--- config.mk ---
export PLATFORM = sky130hd
export DESIGN_NAME = msx_audio_mixer
export DESIGN_NICKNAME = d
export VERILOG_FILES = /design/src/rtl/msx_audio_mixer.sv
export SDC_FILE = /design/constraint.sdc
export NUM_CORES = 1
export LEC_CHECK = 0
export BUFFER_PORTS_ARGS = -buffer_cell sky130_fd_sc_hd__buf_2
export CAP_MARGIN = 15
export CORE_ASPECT_RATIO = 2
export CORE_MARGIN = 10
export CORE_UTILIZATION = 56
export CTS_BUF_LIST = sky130_fd_sc_hd__clkbuf_2 sky130_fd_sc_hd__clkbuf_4 sky130_fd_sc_hd__clkbuf_8
export DETAILED_ROUTE_END_ITERATION = 8
export PLACE_DENSITY = 0.77
export SLEW_MARGIN = 25
export SYNTH_ARGS = -nofsm -noshare
export SYNTH_HDL_FRONTEND = slang
export SYNTH_SLANG_ARGS = --single-unit
--- constraint.sdc ---
create_clock -name clk_sys -period 7.8 [get_ports clk_sys]
set_input_delay 0 -clock clk_sys [delete_from_list [all_inputs] [get_ports clk_sys]]
set_output_delay 0 -clock clk_sys [all_outputs]
set_load 0.02 [all_outputs]
--- src/rtl/msx_audio_mixer.sv ---
// rtl/msx_audio_mixer.sv - N-channel time-multiplexed audio mixer with shared MAC, saturate/wrap and clip LED
module msx_audio_mixer #(
    parameter int NCH       = 4,
    parameter int IW        = 16,
    parameter int VOLW      = 4,
    parameter int OW        = 16,
    parameter int CLIP_HOLD = 1000000
) (
    input  logic                 clk_sys,
    input  logic                 reset,
    input  logic                 ce_sample,
    input  logic [NCH*IW-1:0]    ch_in,
    input  logic [NCH*VOLW-1:0]  ch_vol,
    input  logic [NCH-1:0]       ch_mute,
    input  logic                 sat_mode,
    output logic [OW-1:0]        audio_out,
    output logic                 out_valid,
    output logic                 busy,
    output logic                 clip,
    output logic                 clip_led,
    output logic                 overrun
);

    localparam int PW = IW + VOLW + 1;
    localparam int AW = PW + $clog2(NCH);
    localparam int XW = (NCH > 1) ? $clog2(NCH) : 1;
    localparam int CW = $clog2(CLIP_HOLD + 1);

    localparam logic signed [AW-1:0] MAXV = {{(AW-OW+1){1'b0}}, {(OW-1){1'b1}}};
    localparam logic signed [AW-1:0] MINV = {{(AW-OW+1){1'b1}}, {(OW-1){1'b0}}};

    typedef enum logic [1:0] {S_IDLE, S_ACC, S_OUT} state_t;

    state_t                state;
    state_t                state_nx;
    logic [IW-1:0]         snap_in  [NCH];
    logic [VOLW-1:0]       snap_vol [NCH];
    logic [NCH-1:0]        snap_mute;
    logic [XW-1:0]         idx;
    logic signed [AW-1:0]  acc;
    logic signed [PW-1:0]  prod;
    logic signed [AW-1:0]  result;
    logic                  over;
    logic                  under;
    logic [CW-1:0]         clip_cnt;

    always_ff @(posedge clk_sys or posedge reset) begin
        if (reset) begin
            state <= S_IDLE;
        end else begin
            state <= state_nx;
        end
    end

    always_comb begin
        state_nx = state;
        case (state)
            S_IDLE:  if (ce_sample) state_nx = S_ACC;
            S_ACC:   if (idx == XW'(NCH - 1)) state_nx = S_OUT;
            S_OUT:   state_nx = S_IDLE;
            default: state_nx = S_IDLE;
        endcase
    end

    always_comb begin
        busy = (state != S_IDLE);
    end

    // Volume is unsigned, so a zero sign bit is prepended before the signed multiply.
    always_comb begin
        prod = '0;
        if (!snap_mute[idx]) begin
            prod = PW'($signed(snap_in[idx])) * PW'($signed({1'b0, snap_vol[idx]}));
        end
    end

    always_comb begin
        result = acc >>> (VOLW - 1);
        over   = (result > MAXV);
        under  = (result < MINV);
    end

    always_ff @(posedge clk_sys or posedge reset) begin
        if (reset) begin
            for (int k = 0; k < NCH; k++) begin
                snap_in[k]  <= '0;
                snap_vol[k] <= '0;
            end
            snap_mute <= '0;
            acc       <= '0;
            idx       <= '0;
            audio_out <= '0;
            out_valid <= 1'b0;
            clip      <= 1'b0;
            overrun   <= 1'b0;
            clip_cnt  <= '0;
        end else begin
            out_valid <= 1'b0;
            clip      <= 1'b0;
            overrun   <= ce_sample && (state != S_IDLE);
            case (state)
                S_IDLE: begin
                    if (ce_sample) begin
                        for (int k = 0; k < NCH; k++) begin
                            snap_in[k]  <= ch_in[k*IW +: IW];
                            snap_vol[k] <= ch_vol[k*VOLW +: VOLW];
                        end
                        snap_mute <= ch_mute;
                        acc       <= '0;
                        idx       <= '0;
                    end
                end
                S_ACC: begin
                    acc <= acc + AW'(prod);
                    idx <= idx + XW'(1);
                end
                S_OUT: begin
                    out_valid <= 1'b1;
                    clip      <= over || under;
                    if (sat_mode || !(over || under)) begin
                        audio_out <= result[OW-1:0];
                    end else if (over) begin
                        audio_out <= MAXV[OW-1:0];
                    end else begin
                        audio_out <= MINV[OW-1:0];
                    end
                end
                default: ;
            endcase

            // A fresh clip reloads the hold counter even while it is still running.
            if (state == S_OUT && (over || under)) begin
                clip_cnt <= CW'(CLIP_HOLD);
            end else if (clip_cnt != '0) begin
                clip_cnt <= clip_cnt - CW'(1);
            end
        end
    end

    always_comb begin
        clip_led = (clip_cnt != '0);
    end

endmodule

# Word level (Yosys, flattened, before mapping)
# Cells that the tools add are included.
# classes
n_addsub,3
mul,1
order_cmp,4
n_eq_ne,5
n_mux,22
n_bitwise,1
n_reduce_logical,13
# ops
cell,n
two-way mux 16 bit,4
case mux 23 bit (2 select lines),1
two-way mux 20 bit,2
binary-select mux 16 bit (select 2 bit),1
adder 23 x 21 -> 23 bit,1
two-way mux 23 bit,1
multiplier 16 x 5 -> 21 bit,1
two-way mux 21 bit,1
> comparator 20 x 16 -> 1 bit (second input constant),1
< comparator 20 x 16 -> 1 bit (second input constant),1
nonzero test 20 bit,1
subtractor 20 x 1 -> 20 bit (second input constant),1
binary-select mux 4 bit (select 2 bit),1
two-way mux 4 bit,2
case mux 2 bit (2 select lines),2
two-way mux 2 bit,3
AND reduction 2 bit,3
nonzero test 2 bit,3
equality test 2 bit (second input constant),2
!= test 2 bit (second input constant),2
greater-or-equal comparator 3 bit (second input constant),1
< comparator 2 x 3 -> 1 bit (second input constant),1
two-way mux 1 bit,3
inverter 2 -> 3 bit,1
other kinds (7),9
# word_totals
reg_bits,150
in_bits,88
elab_cells,66

# Depth between registers and ports, before layout
# depth
depth_word,8
mapped_depth,28
depth_no_buf,25

# Worst setup path before layout
# No wires, ideal clock.
# synth_timing
kind,reg-to-reg
startpoint,register idx[1]
endpoint,register acc[22]
setup_time_ps,133
t_arrival_ps,6454
required_time_ps,7667
path_slack_ps,1213
stages_incl_launch_ff,27
n_path_buf,2
period_less_slack_ps,6587
cell_sequence,dfrtp_1 -> buf_1 -> buf_2 -> mux4_2 -> and2_1 -> ha_1 -> fa_1 -> inv_1 -> fa_1 -> inv_1 -> ha_1 -> a21o_1 -> a21o_1 -> a21oi_1 -> o211ai_1 -> a21o_1 -> a21oi_1 -> xor2_1 -> nor2_1 -> ha_1 -> and3_1 -> a211o_1 -> a21o_1 -> a41oi_1 -> a2111oi_0 -> a211oi_1 -> o31ai_1
# synth_via
elab_chain_len,8
# synth_rtl
element,line_no,text
from (decl),39,logic [XW-1:0] idx;
from (signal assigned),115,idx <= idx + XW'(1);
inverter 2 -> 3 bit (not written as such),73,"prod = PW'($signed(snap_in[idx])) * PW'($signed({1'b0, snap_vol[idx]}));"
binary-select mux 16 bit (select 2 bit) or binary-select mux 4 bit (select 2 bit) (tied branches),73,
two-way mux 16 bit (not written as such) or two-way mux 4 bit (tied branches) (2 in series),73,
multiplier 16 x 5 -> 21 bit,73,
two-way mux 21 bit (*),72,if (!snap_mute[idx]) begin
adder 23 x 21 -> 23 bit (*),114,acc <= acc + AW'(prod);
case mux 23 bit (2 select lines) (*),101,case (state)
to (signal assigned),114,
to (decl),40,logic signed [AW-1:0] acc;
# Every way passes the cells marked *; elsewhere a longest branch is shown, timed or not. The select of a mux whose other input is x is not followed.
# A chain may end at the register's enable or synchronous reset.

# Worst setup path in the final report
# layout_timing
startpoint,register idx[0]
endpoint,register acc[22]
# Same word-level chain as after synthesis.

==> summary.md <==
| Metric | Value |
|---|---|
| Clock root buffer | clkbuf_8 |
| Final Non-Filler Cells | about 1500 |
| Area Overhead vs Synth | 20.1% |
| DRC | 0 |
| RD Place Congestion | 0.938 |
| Crit Path Max Fanout | 16 |
| I/O Buffers | between 100 and 150 |
| Syn. warnings | 0 |
| Crit path capture type | register |
| Met1 WL | 8530 microns |
| Post-route minimum period | roughly 7000 ps |
| RSZ-0062 raised after global routing | false |
| Max Used Layer | met4 |
| WP buf/inv | 2 |
| Final ANT Viol Nets | 0 |
| Worst Path Required | 8150 ps |
| Final Core Density | about two thirds |
| Post-synth ARST share | 100% |
| Reg2reg setup slack | about 890 ps |
| Slew HR | between 40% and 50% |
| Critical path class | reg2reg |
| Site Rows | 68 |
| WL met3 | about 1000 microns |
| DR vias | between 8000 and 9000 |
| Setup TNS | 0 ps |
| Worst slew pin tran | 803 ps |
| FMAX | 145 MHz |
| WL per Instance | between 15 and 20 microns |
| WP data arrival | a little over 7000 ps |
| Initial core utilization | 57.1% |
| Sink Count | 150 |
| Outcome | complete, no violations |
| # Max-Cap Violations | 0 |
| Initial antenna violation count | 2 |
| Die Wd | 114 microns |
| Sequential cell area fraction in the yosys report | 38.1% |
| Yosys reg bits | 150 |
| Post-place instance area | ~0.011 sq mm |
| Largest net degree at the start of global routing | ~100 |
| Die height | 208 microns |
| IO Pins | around 110 |
| Iter 0 DRT Violations | between 200 and 250 |
| Most common cell on crit path | ha_1 |
| Skew final | about 16 ps |
| Placed Cells | around 1400 |
| Top-count cell post-synth | nand2_1 |
| Clock tree buffer depth | 2 |
| Mapped Nets | 1299 |
| Core area | 0.0173 sq mm |
| DP HPWL | between 15000 and 20000 microns |
| Met2 wire length | 13200 microns |
| Slew Limit Fails | 0 |
| Clock transition at the registers of the reported paths | roughly 80 ps |
| Post-synth EDFFs | 0 |
| CP max-delay cell | mux4_2 |
| Yosys cell types | 53 |
| Router iterations before antenna repair | 4 |
| Most frequent cells after synthesis | nand2_1, dfrtp_1, inv_1 |
| Layout Nets | ~1500 |
| Gr ovfl total | 0 |
| Final setup fails | 0 |
| Delay-heaviest family, CP | compound AO/OA/AOI/OAI gates |
| Synth area leader | dfrtp_1 |
| Final hold violations | 0 |
| Die area | roughly 0.024 sq mm |
| TritonCTS clock tree | built |
| Post-Synthesis Cells | ~1100 |
| Top_reg_cell synth | dfrtp_1 |
| Yosys top cell area share | between 30% and 40% |
| Cell area after layout | 0.0118 sq mm |
| CP cell instances | mux4_2 > and2_1 > ha_1 > fa_1 > inv_1 > fa_1 > inv_1 > ha_1 > nand4_1 > nor4_1 > nor2_1 > a21oi_1 > o211ai_1 > a211oi_1 > a31o_2 > ha_1 > a21oi_1 > o21ai_0 > a211o_1 > a21o_1 > a41oi_1 > a2111oi_0 > a211oi_1 > o31ai_1 |
| Area contributors post-synth | dfrtp_1, nand2_1, ha_1 |
| CP peak stage delay | 750 ps |
| First-pass GRT wire length | approximately 41000 microns |
| Vias in the first global route | ~8900 |
| DRT Wirelength | ~24000 microns |
| Final period utilization | about 89% |
| Hold Crit Class | in2async |
| Share of cells above drive strength 1 | about 14% |
| Total GRT Usage | a little over a fifth |
| RR Startpoint | idx[0]$_DFFE_PP0P_ |
| Routed vias/inst | about 5.5 |
| Average size of a mapped cell | approximately 8.9 sq um |
| Reg-to-reg endpoint | acc[22]$_DFFE_PP0P_ |
| R2R depth | 24 |
| TritonCTS Buffers | 17 |
| Number of H-tree levels | 4 |
| Startpoint Class | register |
| Clock Latency Late Sink | 470 ps |
| Post-Syn Area | between 0.009 and 0.01 sq mm |
[logic make-up (layout without fill, tap and decap cells)]
family                     after synthesis  count (layout)  synth area share [%]
AOI/OAI and AO/OA                      168             168                  10.2
xor gates and xnor gates                48              48                  4.26
adders and majority gates               98              98                  15.0
buffers and inverters                  125             316                  4.86
DFF                                    150             150                  38.1
muxes                                   22              22                  4.90
other                                    0               3                     0
and+or+nand+nor                        502             502                  22.6
[layer usage]
| layer | up-vias | track usage, % |
|---|---|---|
| met5 | - | 0 |
| met4 | 0 | 12.2 |
| met3 | 106 | 4.86 |
| met2 | 206 | 38.0 |
| met1 | 3990 | 20.5 |
| li1 | 4025 | - |
[flip-flops by register name (all words and copies together), names as in the netlist]
signal / count
overrun: 1
out_valid: 1
clip_cnt: 20
acc: 23
state: 2
clip: 1
audio_out: 16
idx: 2
snap_vol: 16
snap_mute: 4
snap_in: 64
[cell usage in the layout, fill, tap and decap left out, drive strengths merged, types with 4 or more instances in the layout]
cell type,netlist,routed
a21o,25,25
clkinv,0,4
nor4,7,7
xnor2,29,29
nand3,25,25
clkinvlp,0,4
nor3,11,11
nand2b,8,8
a211oi,8,8
fa,34,34
nand2,323,323
nor2b,8,8
inv,80,84
dfrtp,150,150
a21oi,51,51
buf,6,117
or3,4,4
clkbuf,39,18
o21ai,56,56
ha,64,64
o21bai,4,4
nand4,5,5
or4,4,4
and2,51,51
xor2,19,19
nor2,45,45
mux4,21,21
dlygate4sd3,0,87
[worst register-to-register path, stage by stage (launching register included)]
cell,delay (ps)
dfrtp_1,690
mux4_2,750
and2_1,240
ha_1,330
fa_1,550
inv_1,60
fa_1,520
inv_1,40
ha_1,370
nand4_1,220
nor4_1,350
nor2_1,160
a21oi_1,210
o211ai_1,130
a211oi_1,250
a31o_2,140
ha_1,270
a21oi_1,170
o21ai_0,140
a211o_1,300
a21o_1,180
a41oi_1,270
a2111oi_0,140
a211oi_1,230
o31ai_1,100
[stage by stage]
step	setup slack [ps]	hold slack (ps)
3_5_place_dp	944	192
4_1_cts	928	228
2_1_floorplan	1210	105
5_1_grt	473	244
6_report	889	233
3_3_place_gp	1060	188
[what timing repair did]
action | CTS | global route
resized for setup | 0 | 0
hold buffers | 87 | 0
hold endpoints to repair | 170 | 0
buffers inserted | 0 | 0
setup endpoints to repair | 0 | 0
[worst max-delay path by stage]
stage	from	to	cells past startpoint
global route	idx[0]$_DFFE_PP0P_	acc[22]$_DFFE_PP0P_	25
finish	idx[0]$_DFFE_PP0P_	acc[22]$_DFFE_PP0P_	24
global placement	idx[0]$_DFFE_PP0P_	acc[22]$_DFFE_PP0P_	25
CTS	idx[0]$_DFFE_PP0P_	acc[22]$_DFFE_PP0P_	24
detailed placement	idx[0]$_DFFE_PP0P_	acc[22]$_DFFE_PP0P_	24
floorplan	idx[1]$_DFFE_PP0P_	acc[22]$_DFFE_PP0P_	26
[area by class of cell]
cell class / instances / area [sq um]
inverter: 80 / 305
fill: 1338 / 5430
clock inverter: 14 / 149
antenna: 3 / 7.51
tap: 210 / 263
sequential: 150 / 3750
multi-input combinational: 838 / 5650
clock buffer: 18 / 241
timing repair buffer: 204 / 1480
Power is not shown: default switching activity piles up to over one toggle a cycle in this logic, so the estimate is an artifact.
